==> config.mk <==
export PLATFORM = sky130hd
export DESIGN_NAME = fetch_ctrl
export DESIGN_NICKNAME = d
export VERILOG_FILES = /design/src/rtl/fetch_pkg.sv /design/src/rtl/fetch_out_buf.sv /design/src/rtl/fetch_ctrl.sv
export SDC_FILE = /design/constraint.sdc
export NUM_CORES = 1
export LEC_CHECK = 0
export ABC_CLOCK_PERIOD_IN_PS = 5300
export BUFFER_PORTS_ARGS = -buffer_cell sky130_fd_sc_hd__buf_2
export CAP_MARGIN = 20
export CORE_MARGIN = 1
export CORE_UTILIZATION = 52
export CTS_BUF_LIST = sky130_fd_sc_hd__clkbuf_2
export DETAILED_ROUTE_END_ITERATION = 10
export PLACE_DENSITY = 0.78
export RECOVER_POWER = 50
export SLEW_MARGIN = 20
export SYNTH_ARGS = -nofsm -noshare
export SYNTH_HDL_FRONTEND = slang
export SYNTH_SLANG_ARGS = --single-unit
==> constraint.sdc <==
create_clock -name clk -period 5.3 [get_ports clk]
set_clock_uncertainty 0.05 [all_clocks]
set_input_delay 0.265 -clock clk [delete_from_list [all_inputs] [get_ports clk]]
set_output_delay 0.265 -clock clk [all_outputs]
set_load 0.05 [all_outputs]
==> src/rtl/fetch_pkg.sv <==
// Shared fetch-stage types: sequencer state encoding and page geometry.
package fetch_pkg;

  typedef enum logic [1:0] {
    S_IDLE = 2'd0,
    S_WAIT = 2'd1,
    S_HOLD = 2'd2,
    S_DROP = 2'd3
  } fetch_state_e;

  localparam int OFF_W = 12;
  localparam int PPN_W = 32 - OFF_W;

endpackage

==> src/rtl/fetch_out_buf.sv <==
// One-entry output register from the second fetch stage to decode.
module fetch_out_buf (
  input  logic        clk,
  input  logic        rst,
  input  logic        load,
  input  logic [31:0] load_inst,
  input  logic [31:0] load_pc,
  input  logic        load_tlbr,
  input  logic        consume,
  input  logic        clear,
  output logic [31:0] inst,
  output logic [31:0] pc,
  output logic        inst_valid,
  output logic        excp_tlbr
);

  always_ff @(posedge clk or posedge rst) begin
    if (rst) begin
      inst       <= '0;
      pc         <= '0;
      inst_valid <= 1'b0;
      excp_tlbr  <= 1'b0;
    end else if (clear) begin
      inst_valid <= 1'b0;
    end else if (load) begin
      inst       <= load_inst;
      pc         <= load_pc;
      inst_valid <= 1'b1;
      excp_tlbr  <= load_tlbr;
    end else if (consume) begin
      inst_valid <= 1'b0;
    end
  end

endmodule

==> src/rtl/fetch_ctrl.sv <==
// Fetch2 sequencer: ICache request, response wait, orphan drop and
// handoff to decode through a one-entry output register.
module fetch_ctrl
  import fetch_pkg::*;
#(
  parameter int PERF_W = 32
) (
  input  logic              clk,
  input  logic              rst,
  input  logic [31:0]       pc_in,
  input  logic              pc_valid,
  input  logic              clear,
  input  logic              tlb_hit,
  input  logic [19:0]       tlb_ppn,
  output logic [31:0]       p_addr,
  output logic              p_addr_valid,
  input  logic              cache_ready,
  input  logic [31:0]       cache_read,
  input  logic              out_ready,
  output logic [31:0]       inst,
  output logic [31:0]       pc,
  output logic              inst_valid,
  output logic              excp_tlbr,
  output logic              stall_fetch,
  output logic [PERF_W-1:0] perf_stall_cnt
);

  fetch_state_e state, state_n;
  logic [31:0]  addr_q;
  logic [31:0]  pc_q;
  logic         busy;
  logic         accept;
  logic         hit_acc;
  logic         miss_acc;
  logic         rsp_load;

  assign busy        = (state == S_WAIT) || (state == S_DROP);
  assign stall_fetch = busy || (state == S_HOLD && !out_ready);
  assign accept      = pc_valid && !stall_fetch && !clear;
  assign hit_acc     = accept && tlb_hit;
  assign miss_acc    = accept && !tlb_hit;
  assign rsp_load    = (state == S_WAIT) && cache_ready && !clear;

  // Accept cycle bypasses the latch so the request leaves the same cycle.
  assign p_addr       = hit_acc ? {tlb_ppn, pc_in[OFF_W-1:0]} : addr_q;
  assign p_addr_valid = hit_acc || busy;

  always_comb begin
    state_n = state;
    unique case (state)
      S_IDLE, S_HOLD: begin
        if (clear)                            state_n = S_IDLE;
        else if (hit_acc)                     state_n = S_WAIT;
        else if (miss_acc)                    state_n = S_HOLD;
        else if (state == S_HOLD && !out_ready) state_n = S_HOLD;
        else                                  state_n = S_IDLE;
      end
      S_WAIT: begin
        if (cache_ready) state_n = clear ? S_IDLE : S_HOLD;
        else if (clear)  state_n = S_DROP;
      end
      S_DROP: begin
        if (cache_ready) state_n = S_IDLE;
      end
      default: state_n = S_IDLE;
    endcase
  end

  always_ff @(posedge clk or posedge rst) begin
    if (rst) begin
      state  <= S_IDLE;
      addr_q <= '0;
      pc_q   <= '0;
    end else begin
      state <= state_n;
      if (hit_acc) begin
        addr_q <= {tlb_ppn, pc_in[OFF_W-1:0]};
        pc_q   <= pc_in;
      end
    end
  end

  always_ff @(posedge clk or posedge rst) begin
    if (rst)
      perf_stall_cnt <= '0;
    else if (busy && !(&perf_stall_cnt))
      perf_stall_cnt <= perf_stall_cnt + PERF_W'(1);
  end

  fetch_out_buf u_out_buf (
    .clk        (clk),
    .rst        (rst),
    .load       (miss_acc || rsp_load),
    .load_inst  (miss_acc ? 32'd0 : cache_read),
    .load_pc    (miss_acc ? pc_in : pc_q),
    .load_tlbr  (miss_acc),
    .consume    (state == S_HOLD && out_ready),
    .clear      (clear),
    .inst       (inst),
    .pc         (pc),
    .inst_valid (inst_valid),
    .excp_tlbr  (excp_tlbr)
  );

endmodule

**Yosys cells after proc, flatten, opt, wreduce, memory -nomap -nowiden**

Cells that the tools add are included.

- Muxes and demuxes: 15
- Bitwise logic cells: 1
- Reduce and logical (&&, ||, !) cells: 24
- $add $sub $neg: 1
- Equal/unequal tests: 5

Operator list:

| cell | number |
|---|---|
| $mux 32 | 3 |
| $add 32x1->32 const B | 1 |
| $reduce_and 32->1 | 1 |
| $mux 2 | 8 |
| $logic_and 1x1->1 | 9 |
| $pmux 2 s3 | 1 |
| $logic_not 1->1 | 5 |
| $eq 2x2->1 const B | 2 |
| $logic_or 1x1->1 | 4 |
| $reduce_and 2->1 | 2 |
| $mux 1 | 3 |
| $ne 3x3->1 const B | 1 |
| $reduce_bool 3->1 | 1 |
| $eq 2x1->1 const B | 1 |
| $logic_not 2->1 | 1 |
| $ne 2x2->1 const B | 1 |
| $reduce_or 2->1 | 1 |
| $not 1->1 | 1 |

- Input port bits: 91
- Output and inout bits: 132
- Register bits after elaboration: 164

**Longest topological paths before layout**

Gate-level depths: netlist of the first run.

- Depth in word-level cells: 11
- Mapped depth: 8
- Mapped depth without buffers: 6

**By module**

From an unflattened synthesis of the first run, not the netlist that was laid out.

- Cell total of the unflattened synthesis: 527
- Area total of the unflattened synthesis: 7430.9 um2

By module, submodules not included:

| module | cells each | seq. area each (um2) | area an instance (um2) | times used |
|---|---|---|---|---|
| fetch_ctrl | 384 | 2452.4 | 4699.5 | 1 |
| fetch_out_buf | 143 | 1651.6 | 2731.4 | 1 |

**Worst setup path after synthesis of the first run**

No wires, ideal clock.

- Kind: register to output
- From: reg state[1]
- To: out p_addr[11]
- Path slack: 2900 ps
- Arrival: 2085 ps
- Buffers on the path: 2
- Cell stages (with the launch flop): 8
- Cell sequence: dfrtp_1 nor2b_1 or2_2 or3_1 buf_2 buf_1 nand2_1 nand2_1

- Longest elaborated chain between the ends: 8
- Elaborated cells on any way between the ends: 11
- Those cells by class: 3 x eq/ne; 1 x mux; 7 x reduce/logical

Ends and longest elaborated chain:

| item | RTL line | RTL |
|---|---|---|
| from (decl) | fetch_ctrl.sv:28 | `fetch_state_e state, state_n;` |
| from (signal assigned) | fetch_ctrl.sv:75 | `state <= state_n;` |
| $eq 2x1->1 (tied with other cells) | fetch_ctrl.sv:37 | `assign busy = (state == S_WAIT) \|\| (state == S_DROP);` |
| $logic_or 1x1->1 / $logic_and 1x1->1 (equally long branches) | fetch_ctrl.sv:37, fetch_ctrl.sv:38 |  |
| $logic_or 1x1->1 * | fetch_ctrl.sv:38 | `assign stall_fetch = busy \|\| (state == S_HOLD && !out_ready);` |
| net stall_fetch | fetch_ctrl.sv:24 | `output logic stall_fetch,` |
| $logic_not 1->1 * | fetch_ctrl.sv:39 | `assign accept = pc_valid && !stall_fetch && !clear;` |
| $logic_and 1x1->1 * (2 in series) | fetch_ctrl.sv:39 |  |
| $logic_and 1x1->1 * | fetch_ctrl.sv:40 | `assign hit_acc = accept && tlb_hit;` |
| $mux 32 * | n/a |  |
| to (decl) | fetch_ctrl.sv:15 | `output logic [31:0] p_addr,` |

The timed path passes the listed nets; every way through them passes the cells marked *.

**Final worst setup path of the first run**

- From: reg state[0]
- To: out p_addr[26]

- Longest elaborated chain between the ends: 8
- Elaborated cells on any way between the ends: 11
- Those cells by class: 3 x eq/ne; 1 x mux; 7 x reduce/logical

Ends and longest elaborated chain:

| item | RTL line |
|---|---|
| $eq 2x1->1 (tied with other cells) | fetch_ctrl.sv:37 |
| $logic_or 1x1->1 / $logic_and 1x1->1 (equally long branches) | fetch_ctrl.sv:37, fetch_ctrl.sv:38 |
| $logic_or 1x1->1 * | fetch_ctrl.sv:38 |
| $logic_not 1->1 * | fetch_ctrl.sv:39 |
| $logic_and 1x1->1 * (2 in series) | fetch_ctrl.sv:39 |
| $logic_and 1x1->1 * | fetch_ctrl.sv:40 |
| $mux 32 * | n/a |

Every way passes the cells marked *; elsewhere a longest branch is shown, timed or not.

==> results of run 1 <==
==> stage by stage <==
stage | instance area [um^2] | std cells | power (uW) | setup WS (ns) | hold slack, ns
2_1_floorplan | 6700 | 707 | 2560 | 0.552 | 0.304
3_3_place_gp | 7960 | 1072 | 2870 | 2.50 | 0.400
3_5_place_dp | 7960 | 1072 | 2890 | 2.45 | 0.403
4_1_cts | 9160 | 1199 | 3600 | 1.59 | 0.157
5_1_grt | 9070 | 1200 | 3750 | 1.40 | 0.159
6_report | 9070 | 1200 | 3580 | 1.63 | 0.187
==> cell usage after synthesis, types with 2 or more instances <==
library cell	n
nor2b_1	3
nand3_1	19
buf_1	9
mux2_2	2
clkbuf_1	23
inv_1	4
nand4_4	2
and3_1	6
nand2b_1	3
nand2_1	320
and2_1	4
xnor2_1	24
xor2_1	4
dfrtp_1	164
a21oi_1	35
a31oi_1	3
a22oi_1	32
buf_2	4
nor2_1	9
and4_1	2
or2_2	2
nor4_1	2
nor3_1	4
nand4_1	15
==> flip-flops by register name (all words and copies together), names as in the netlist <==
name / flops
state: 2
u_out_buf.inst: 32
perf_stall_cnt: 32
u_out_buf.excp_tlbr: 1
u_out_buf.inst_valid: 1
pc_q: 32
addr_q: 32
u_out_buf.pc: 32
==> worst max-delay path by stage <==
stage | depth (start not counted) | slack (ns) | startpoint | endpoint
6_report | 6 | 1.63 | state[0]$_DFFE_PP0P_ | p_addr[26]
5_1_grt | 6 | 1.40 | state[0]$_DFFE_PP0P_ | p_addr[9]
4_1_cts | 6 | 1.59 | state[0]$_DFFE_PP0P_ | p_addr[26]
3_5_place_dp | 6 | 2.45 | state[0]$_DFFE_PP0P_ | p_addr[26]
3_3_place_gp | 6 | 2.50 | state[0]$_DFFE_PP0P_ | p_addr[23]
2_1_floorplan | 1 | 0.55 | rst | addr_q[0]$_DFF_PP0_
==> logic make-up (layout without fill, tap and decap cells) <==
| logic type | after synthesis | count (layout) |
|---|---|---|
| compound gates | 74 | 74 |
| xor+xnor | 28 | 28 |
| fa+ha+maj | 1 | 1 |
| buf+inv | 41 | 361 |
| flops | 164 | 164 |
| mux | 2 | 2 |
| other cells | 0 | 1 |
| simple gates | 397 | 397 |
==> layout by cell type, fill, tap and decap left out, drive strengths merged, types with 3 or more instances in the layout <==
master	instances
a21oi	35
nor2	9
and2	4
and3	7
nor3	5
bufinv	3
nor2b	3
nand4	17
clkbuf	89
inv	4
xnor2	24
a22oi	32
dlygate4sd3	98
nand3	19
nand2b	3
a31oi	3
nand2	320
dfrtp	164
and4	4
clkinv	5
buf	162
xor2	4
==> power by group through the flow <==
stage | clock (uW) | sequential, uW | combinational, uW
2_1_floorplan | 0 | 2070 | 494
3_3_place_gp | 0 | 1630 | 1230
3_5_place_dp | 0 | 1640 | 1250
4_1_cts | 672 | 1620 | 1310
5_1_grt | 724 | 1650 | 1380
6_report | 658 | 1630 | 1300
==> timing repair <==
item / 4_1_cts / 5_1_grt
gates resized for setup: 0 / 0
endpoints found under the hold margin: 246 / 0
hold buffers: 98 / 0
==> worst min-delay path, stage by stage <==
cell	delay (ns)
dlygate4sd3_1	0.55
clkbuf_1	0.16
inv_8	0.53
==> final cells by class <==
type	count	area (um^2)	share of cell area [%]
clock buffers	21	105	1.16
diodes	1	2.50	0.0276
multi-input cells	502	2450	27.0
repair buffers	328	2060	22.8
well taps	172	215	2.37
flip-flops and latches	164	4100	45.2
clock inverters	8	111	1.23
inverters	4	22.5	0.248
==> routing by layer <==
| metal | GRT usage [%] | wire length, um | share of wire, % |
|---|---|---|---|
| met1 | 35.2 | 7510 | 40 |
| met2 | 46.2 | 9160 | 49 |
| met3 | 8.05 | 1410 | 7.6 |
| met4 | 13.9 | 603 | 3.2 |
| met5 | 0 | 0 | 0 |
==> results.py, run 1 <==
metrics = {
    "clock_network": {
        "insertion_delay_ns": 0.72,
        "h-tree-depth": 4,
        "cts_tree": "done",
        "cts-root-buf": "clkbuf_2",
        "clockBufferDepth": 2,
        "cts_buffers": 17,
        "cts_sinks": 164,
        "cts.clk_slew.worst_paths_ns": 0.20,
        "cts_setup_buffers": 0,
    },
    "yosys": {
        "synth.area.top_cells": "dfrtp_1 61%, nand2_1 18%, a22oi_1 3.6%",
        "synth.distinct_cells": 36,
        "yosysTopAreaCell": "dfrtp_1",
        "post-synth-top-area-fraction_pct": 61.2,
        "syn_inst": 707,
        "synth-xor-area-share_pct": 3.66,
        "synth_top_flop_cell": "dfrtp_1",
        "synth-simple-area-share_pct": 25.1,
        "yosys_warnings": 0,
        "muxShareOfSynthArea_pct": 0.336,
        "syn_nets": 799,
        "ys_seq_elements": 164,
        "postSynth.asyncResetShare_pct": 100,
        "synth_edf_count": 0,
        "syn_area_per_cell_um2": 9.48,
        "synth_seq_area_share_pct": 61.2,
        "synth_compound_area_share_pct": 6.95,
        "synth_fa_ha_area_share_pct": 0.187,
        "synth_top_family_by_area": "simple AND/OR/NAND/NOR gates",
        "synth_area_um2": 6700,
    },
    "critical_path": {
        "path_common_cell": "nand2_1",
        "reg2reg_slack_ns": 2.61,
        "end_kind": "primary output",
        "slowest_stage": "or3_2",
        "path_class": "register to primary output",
        "critPathMaxFanout": 44,
        "r2r_start": "state[0]$_DFFE_PP0P_",
        "crit_buf_inv": 2,
        "start_kind": "register",
        "ff2ff_path_depth": 5,
        "crit_required_ns": 4.99,
        "cpPeakStageDelay_ns": 0.70,
        "cpLargestDelayFamily": "simple AND/OR/NAND/NOR gates",
        "arrival_ns": 3.36,
        "r2r_end": "u_out_buf.inst[21]$_DFFE_PP0P_",
        "path_cells": "or2_2 > or3_2 > buf_4 > nand2_1 > nand2_1 > buf_2",
    },
    "place": {
        "dpl.hpwl_um": 11000,
        "numPortBuffers": 222,
        "place_congestion": 0.789,
    },
    "power_and_ir_drop": {
        "ir_worst_vdd_mv": 0.254,
        "p_switching_uw": 1540,
        "p_leak_uw": 0.00469,
        "seq_power_share_pct": 45.5,
        "power_frac_comb_pct": 36.2,
        "p_clk_share_pct": 18.4,
        "powerDensity_nw_per_um2": 395,
        "switching_share_pct": 43.1,
        "p_int_uw": 2040,
    },
    "drt": {
        "drt_pre_antenna_iters": 6,
        "viasPerCell": 5.24,
        "num_vias": 6287,
        "wl_um": 18700,
        "drtIter0Drc": 508,
        "ant_nets": 0,
        "routedWlPerCell_um": 15.6,
        "drc_errors": 0,
    },
    "die": {
        "die_area_um2": 13300,
        "core_area_um2": 12600,
        "rows": 41,
        "ios": 223,
        "die_width_um": 116,
        "start_util_pct": 53.3,
        "die_h_um": 116,
    },
    "timing": {
        "maxSlewHeadroom_pct": -71.1,
        "min_period_ns": 3.67,
        "rsz0062_at_grt": "false",
        "worst_pin_slew_ns": 2.57,
        "fmax_mhz": 272,
        "timing.final.hold_violations": 0,
        "slew_viol_final": 50,
        "setup_viol": 0,
        "fin_crit_sh_pct": 69.3,
        "finalSetupTns_ns": 0,
    },
    "grt": {
        "grt_pass1_wl_um": 29000,
        "grt_start_max_net_pins": 117,
        "grt-ovfl-total": 0,
        "antenna_found_initial": 1,
        "grt_pass1_vias": 5998,
        "track_usage_pct": 28.5,
    },
    "layout": {
        "n_fill_cell": 932,
        "syn2layout_area_growth_pct": 35.4,
        "drive_above_1_share_pct": 20.0,
        "fin_nets": 1109,
        "final_util_pct": 72.2,
    },
    "min_path": {
        "min-delay-path-class": "input pin to async pin",
    },
    "run_status": {
        "status": "finished, violations left",
        "violations": "capacitance limit, slew limit",
    },
    "run": {
        "maxCapViolCount": 1,
    },
}
Power figures use the tool's default switching activity.
==> run 2, diff against run 1 <==
--- a/config.mk
+++ b/config.mk
@@ -5,7 +5,7 @@
 export SDC_FILE = /design/constraint.sdc
 export NUM_CORES = 1
 export LEC_CHECK = 0
-export ABC_CLOCK_PERIOD_IN_PS = 5300
+export ABC_CLOCK_PERIOD_IN_PS = 3500
 export BUFFER_PORTS_ARGS = -buffer_cell sky130_fd_sc_hd__buf_2
 export CAP_MARGIN = 20
 export CORE_MARGIN = 1
==> constraint.sdc (replaced) <==
create_clock -name clk -period 3.5 [get_ports clk]
set_clock_uncertainty 0.05 [all_clocks]
set_input_delay 0.175 -clock clk [delete_from_list [all_inputs] [get_ports clk]]
set_output_delay 0.175 -clock clk [all_outputs]
set_load 0.05 [all_outputs]
==> run 2 against run 1 <==
- the flow still finishes with violations (capacitance limit, slew limit)
- die area is the same
- combinational power grew 57%
- total power grew 51%
- critical path depth grew 1
- core utilization grew 2.4 points
- largest cell class unchanged
==> results.py, run 2 (synthesis gave the netlist of run 1 again) <==
metrics = {
    "critical_path": {
        "cpPeakStageDelay_ns": 0.46,
        "crit_buf_inv": 2,
        "critPathMaxFanout": 43,
        "ff2ff_path_depth": 6,
        "path_class": "register to primary output",
        "end_kind": "primary output",
        "arrival_ns": 2.94,
        "start_kind": "register",
        "r2r_end": "u_out_buf.pc[3]$_DFFE_PP0P_",
        "path_common_cell": "nand2_1",
        "reg2reg_slack_ns": 0.92,
        "slowest_stage": "nor3_4",
        "setup.worst_path.start": "state[1]$_DFFE_PP0P_",
        "cpLargestDelayFamily": "simple AND/OR/NAND/NOR gates",
        "crit_end": "p_addr[0]",
        "path_depth": 7,
        "path_cells": "nor2b_1 > or2_2 > nor3_4 > buf_12 > nand2_1 > nand2_1 > buf_2",
        "r2r_start": "state[0]$_DFFE_PP0P_",
        "crit_required_ns": 3.27,
    },
    "clock_network": {
        "cts.clk_slew.worst_paths_ns": 0.21,
        "cts_sinks": 164,
        "h-tree-depth": 4,
        "clockBufferDepth": 2,
        "cts_tree": "done",
        "insertion_delay_ns": 0.72,
        "cts-root-buf": "clkbuf_2",
        "cts_buffers": 17,
    },
    "run_status": {
        "violations": "capacitance limit, slew limit",
        "status": "finished, violations left",
    },
    "drt": {
        "viasPerCell": 5.20,
        "ant_nets": 0,
        "drc_errors": 0,
        "drtIter0Drc": 584,
        "routedWlPerCell_um": 16.1,
        "drt_pre_antenna_iters": 5,
        "num_vias": 6412,
        "wl_um": 19800,
    },
    "layout": {
        "drive_above_1_share_pct": 19.2,
        "fin_nets": 1142,
        "layout_common_cells": "320 x nand2_1, 164 x dfrtp_1, 156 x buf_2",
        "n_fill_cell": 955,
        "final_common_cell": "nand2_1",
        "syn2layout_area_growth_pct": 39.9,
        "n_antenna_cell": 0,
        "multi_input_area_um2": 2450,
        "design_area_um2": 9380,
        "seq_area_um2": 4100,
        "fin_cells": 1232,
    },
    "timing": {
        "finalSetupTns_ns": 0,
        "fin_crit_sh_pct": 90.4,
        "slew_viol_final": 35,
        "fmax_mhz": 316,
        "worst_pin_slew_ns": 1.79,
        "maxSlewHeadroom_pct": -19.1,
        "rsz0062_at_grt": "false",
        "min_period_ns": 3.16,
        "timing.final.hold_violations": 0,
        "setup_viol": 0,
        "setup_ws_ns": 0.336,
    },
    "run": {
        "maxCapViolCount": 1,
    },
    "die": {
        "start_util_pct": 53.3,
        "ios": 223,
        "core_area_um2": 12600,
        "die_width_um": 116,
        "rows": 41,
        "die_area_um2": 13300,
        "die_h_um": 116,
    },
    "place": {
        "numPortBuffers": 222,
        "dp_cells": 1074,
        "place_congestion": 0.816,
        "dpl.hpwl_um": 10800,
        "placed_cell_area_um2": 8000,
        "dp_slack_ns": 0.944,
    },
    "power_and_ir_drop": {
        "p_total_uw": 5410,
        "p_leak_uw": 0.00486,
        "ir_worst_vdd_mv": 0.442,
        "powerDensity_nw_per_um2": 577,
    },
    "grt": {
        "antenna_found_initial": 0,
        "grt_pass1_wl_um": 30900,
        "grt_pass1_vias": 6413,
        "track_usage_pct": 30.4,
        "grt-ovfl-total": 0,
        "grt_start_max_net_pins": 89,
    },
    "min_path": {
        "min-delay-path-class": "input pin to register",
    },
}
==> run 2: area by class of cell <==
cell class / count / share of cell area [%]
inverters: 4 / 0.173
flip-flops and latches: 164 / 43.8
repair buffers: 361 / 25.6
clock buffers: 19 / 1.01
multi-input cells: 502 / 26.2
well taps: 172 / 2.30
clock inverters: 10 / 0.988
==> run 2: how the worst min path moves through the flow <==
stage                startpoint                             end  depth (start not counted)
floorplan                 clear            state[1]$_DFFE_PP0P_                          1
global placement            rst             addr_q[8]$_DFF_PP0_                          2
detailed placement          rst  perf_stall_cnt[26]$_DFFE_PP0P_                          2
CTS                    pc_valid            pc_q[15]$_DFFE_PP0P_                          6
global route        tlb_ppn[17]            addr_q[29]$_DFF_PP0_                          4
finish              tlb_ppn[15]            addr_q[27]$_DFF_PP0_                          4
==> run 2: repair_timing <==
| item | CTS | global route |
|---|---|---|
| endpoints found under the hold margin | 296 | 0 |
| hold buffers | 129 | 0 |
| setup buffers | 0 | 0 |
| endpoints found under the setup margin | 0 | 1 |
| resized for setup | 0 | 1 |
==> run 2: routing by layer <==
layer  vias up  GRT usage, %  part of all wire (%)
li1       2998             -                     -
met1      3061          35.1                    39
met2       296          53.0                    50
met3        57          7.32                   7.3
met4         0          15.2                   3.1
met5         -             0                     0
==> run 2: worst min-delay path, delay by kind of cell <==
family                 cells  cell delay, ns
buffers and inverters      2            0.61
and+or+nand+nor            2            0.10
==> run 2: through the flow <==
stage               hold WS, ns  util (%)
floorplan                 0.214         -
global placement          0.172      63.6
detailed placement        0.178      63.6
CTS                      0.0564      75.4
global route              0.116      74.6
finish                    0.136      74.6
==> run 2: where the power goes <==
part | internal [uW] | leakage, uW | total (uW) | switching (uW)
clock network | 305 | 0.000124 | 909 | 604
registers | 2250 | 0.00212 | 2460 | 207
logic | 503 | 0.00261 | 2040 | 1540
total | 3060 | 0.00486 | 5410 | 2350
==> run 3, diff against run 2 <==
--- a/config.mk
+++ b/config.mk
@@ -5,14 +5,15 @@
 export SDC_FILE = /design/constraint.sdc
 export NUM_CORES = 1
 export LEC_CHECK = 0
+export ABC_AREA = 1
 export ABC_CLOCK_PERIOD_IN_PS = 3500
 export BUFFER_PORTS_ARGS = -buffer_cell sky130_fd_sc_hd__buf_2
 export CAP_MARGIN = 20
 export CORE_MARGIN = 1
-export CORE_UTILIZATION = 52
+export CORE_UTILIZATION = 54
 export CTS_BUF_LIST = sky130_fd_sc_hd__clkbuf_2
 export DETAILED_ROUTE_END_ITERATION = 10
-export PLACE_DENSITY = 0.78
+export PLACE_DENSITY = 0.79
 export RECOVER_POWER = 50
 export SLEW_MARGIN = 20
 export SYNTH_ARGS = -nofsm -noshare
==> run 3 against run 2 <==
- the run still ends with capacitance limit, slew limit left
- count of clock-buffer cells in the layout fell by 2
- clock power rose by 6.8%
- final cell count rose by 18%
- sequential power barely moved
- total power rose by 3.1%
- synthesized area rose by 13%
- core utilization fell by 1.6 points
- global-route usage fell by 0.45 points
- combinational power rose by 4%
- register-to-register slack improved by 0.24 ns
- critical path type unchanged
==> results.py, run 3 <==
metrics = {
    "grt": {
        "grt_start_max_net_pins": 75,
        "track_usage_pct": 29.9,
        "antenna_found_initial": 1,
        "grt_pass1_wl_um": 33900,
        "grt_pass1_vias": 7085,
        "grt-ovfl-total": 0,
    },
    "die": {
        "core_area_um2": 13500,
        "ios": 223,
        "die_h_um": 120,
        "rows": 42,
        "start_util_pct": 56.2,
        "die_width_um": 120,
        "die_area_um2": 14500,
    },
    "drt": {
        "wl_um": 20900,
        "drtIter0Drc": 546,
        "viasPerCell": 5.06,
        "drt_pre_antenna_iters": 6,
        "routedWlPerCell_um": 14.4,
        "num_vias": 7369,
        "drc_errors": 0,
        "ant_nets": 0,
    },
    "critical_path": {
        "path_cells": "a21oi_2 > nand3_2 > buf_4 > nand2_1 > nand2_1 > buf_2",
        "critPathMaxFanout": 74,
        "slowest_stage": "dfrtp_2",
        "path_class": "register to primary output",
        "cpPeakStageDelay_ns": 0.68,
        "arrival_ns": 2.82,
        "path_common_cell": "nand2_1",
        "end_kind": "primary output",
        "crit_buf_inv": 2,
        "start_kind": "register",
        "cpLargestDelayFamily": "buffers and inverters",
        "crit_required_ns": 3.27,
        "reg2reg_slack_ns": 1.16,
    },
    "yosys": {
        "post-synth-top-area-fraction_pct": 54.3,
        "ys_seq_elements": 164,
        "yosys_warnings": 0,
        "synth_seq_area_share_pct": 54.3,
        "postSynth.asyncResetShare_pct": 100,
        "syn_area_per_cell_um2": 7.85,
        "synth_area_um2": 7560,
        "synth.distinct_cells": 31,
        "yosysTopAreaCell": "dfrtp_1",
        "synth_common_cells": "354 x nand2_1, 164 x dfrtp_1, 129 x inv_1",
        "syn_inst": 963,
        "synth_edf_count": 0,
        "synth.most_common_cell": "nand2_1",
        "synth_top_flop_cell": "dfrtp_1",
        "synth.area.top_cells": "dfrtp_1 54%, nand2_1 18%, inv_1 6.4%",
        "syn_nets": 1055,
    },
    "power_and_ir_drop": {
        "powerDensity_nw_per_um2": 568,
        "ir_worst_vdd_mv": 0.560,
        "p_total_uw": 5580,
        "p_leak_uw": 0.00532,
    },
    "timing": {
        "finalSetupTns_ns": 0,
        "fin_crit_sh_pct": 87.1,
        "rsz0062_at_grt": "false",
        "slew_viol_final": 37,
        "maxSlewHeadroom_pct": -16.2,
        "fmax_mhz": 328,
        "min_period_ns": 3.05,
        "timing.final.hold_violations": 0,
        "setup_ws_ns": 0.450,
        "worst_pin_slew_ns": 1.73,
        "setup_viol": 0,
    },
    "layout": {
        "syn2layout_area_growth_pct": 29.8,
        "fin_nets": 1356,
        "n_fill_cell": 1069,
        "final_common_cell": "nand2_1",
        "layout_common_cells": "354 x nand2_1, 163 x dfrtp_1, 145 x buf_2",
        "drive_above_1_share_pct": 15.6,
    },
    "run": {
        "maxCapViolCount": 1,
    },
    "run_status": {
        "violations": "capacitance limit, slew limit",
        "status": "finished, violations left",
    },
    "clock_network": {
        "cts_sinks": 164,
        "cts-root-buf": "clkbuf_2",
        "cts.clk_slew.worst_paths_ns": 0.24,
        "cts_buffers": 17,
        "cts_tree": "done",
        "h-tree-depth": 4,
        "clockBufferDepth": 2,
        "insertion_delay_ns": 0.77,
    },
    "min_path": {
        "min-delay-path-class": "input pin to register",
    },
    "place": {
        "numPortBuffers": 222,
        "place_congestion": 0.946,
        "dpl.hpwl_um": 12600,
        "dp_slack_ns": 0.765,
    },
}
run 3: changes by cell type in the layout (fill, tap and decap cells not counted), moves of 11 or more:
cell | previous run | this run
o211ai_1 | 0 | 20
nand2_1 | 320 | 354
xnor2_1 | 24 | 6
inv_1 | 3 | 128
o21ai_0 | 1 | 62
nor2_1 | 8 | 86
dlygate4sd3_1 | 129 | 91
buf_2 | 156 | 145
a22oi_1 | 32 | 0
run 3: final timing paths:
kind,endpoint,cells after the start,from
max,p_addr[12],6,state[0]$_DFFE_PP0P_
max in group asynchronous,u_out_buf.pc[0]$_DFFE_PP0P_,5,rst
max reg2reg,perf_stall_cnt[14]$_DFFE_PP0P_,10,perf_stall_cnt[0]$_DFFE_PP0P_
min in group asynchronous,pc_q[22]$_DFFE_PP0P_,4,rst
min reg2reg,u_out_buf.inst[17]$_DFFE_PP0P_,2,u_out_buf.inst[17]$_DFFE_PP0P_
min,addr_q[27]$_DFF_PP0_,4,tlb_ppn[15]
run 3: where the power goes:
group / internal, uW / leakage (uW) / switching [uW]
Sequential: 2270 / 0.00212 / 219
Clock: 263 / 0.000132 / 708
Combinational: 471 / 0.00306 / 1650
run 3: layer usage:
metal	vias to the layer above	share of wire, %	track usage [%]
met5	-	0	0
met4	0	3.5	14.2
met3	61	6.3	6.93
met2	309	50	50.4
met1	3405	41	36.4
li1	3594	-	-
run 3: cell families (layout without fill, tap and decap cells):
group           Yosys count  in the layout  share of synthesized area [%]
other cells               0              3                              0
flops                   164            164                           54.3
fa+ha+maj                 1              1                          0.165
compound gates          118            118                           8.59
simple gates            495            495                           26.5
xor+xnor                 13             13                           1.51
buf+inv                 172            485                           9.03
run 3: layout make-up:
cell class / count / area, um^2 / area share (%)
inverters: 132 / 500 / 5.10
multi-input cells: 627 / 2770 / 28.2
diodes: 3 / 7.51 / 0.0764
repair buffers: 322 / 2000 / 20.4
clock buffers: 17 / 85.1 / 0.866
well taps: 176 / 220 / 2.24
flip-flops and latches: 164 / 4110 / 41.8
clock inverters: 14 / 128 / 1.30
run 3: metrics by stage:
stage               instance area, um^2  util [%]  cells  hold slack [ns]
floorplan                          7570         -    963            0.225
global placement                   8800      65.4   1330            0.311
detailed placement                 8800      65.4   1330            0.314
CTS                                9920      73.8   1452           0.0517
global route                       9820      73.0   1454           0.0561
finish                             9820      73.0   1455           0.0976
run 3: worst reg2reg max path: stages (launching register included):
cell and delay (ns):
dfrtp_1 0.48, ha_1 0.24, inv_1 0.06, nor2_1 0.37
nand2_4 0.14, nor2_4 0.14, nand2_2 0.10, nand2_4 0.30
inv_4 0.20, nand2_1 0.13, nand2_1 0.06
run 3: what timing repair did:
| action | 4_1_cts | 5_1_grt |
|---|---|---|
| endpoints found under the hold margin | 177 | 0 |
| hold buffers | 91 | 0 |
| buffers inserted | 0 | 0 |
| endpoints found under the setup margin | 32 | 1 |
| pin swaps | 0 | 0 |
| resized for setup | 1 | 1 |
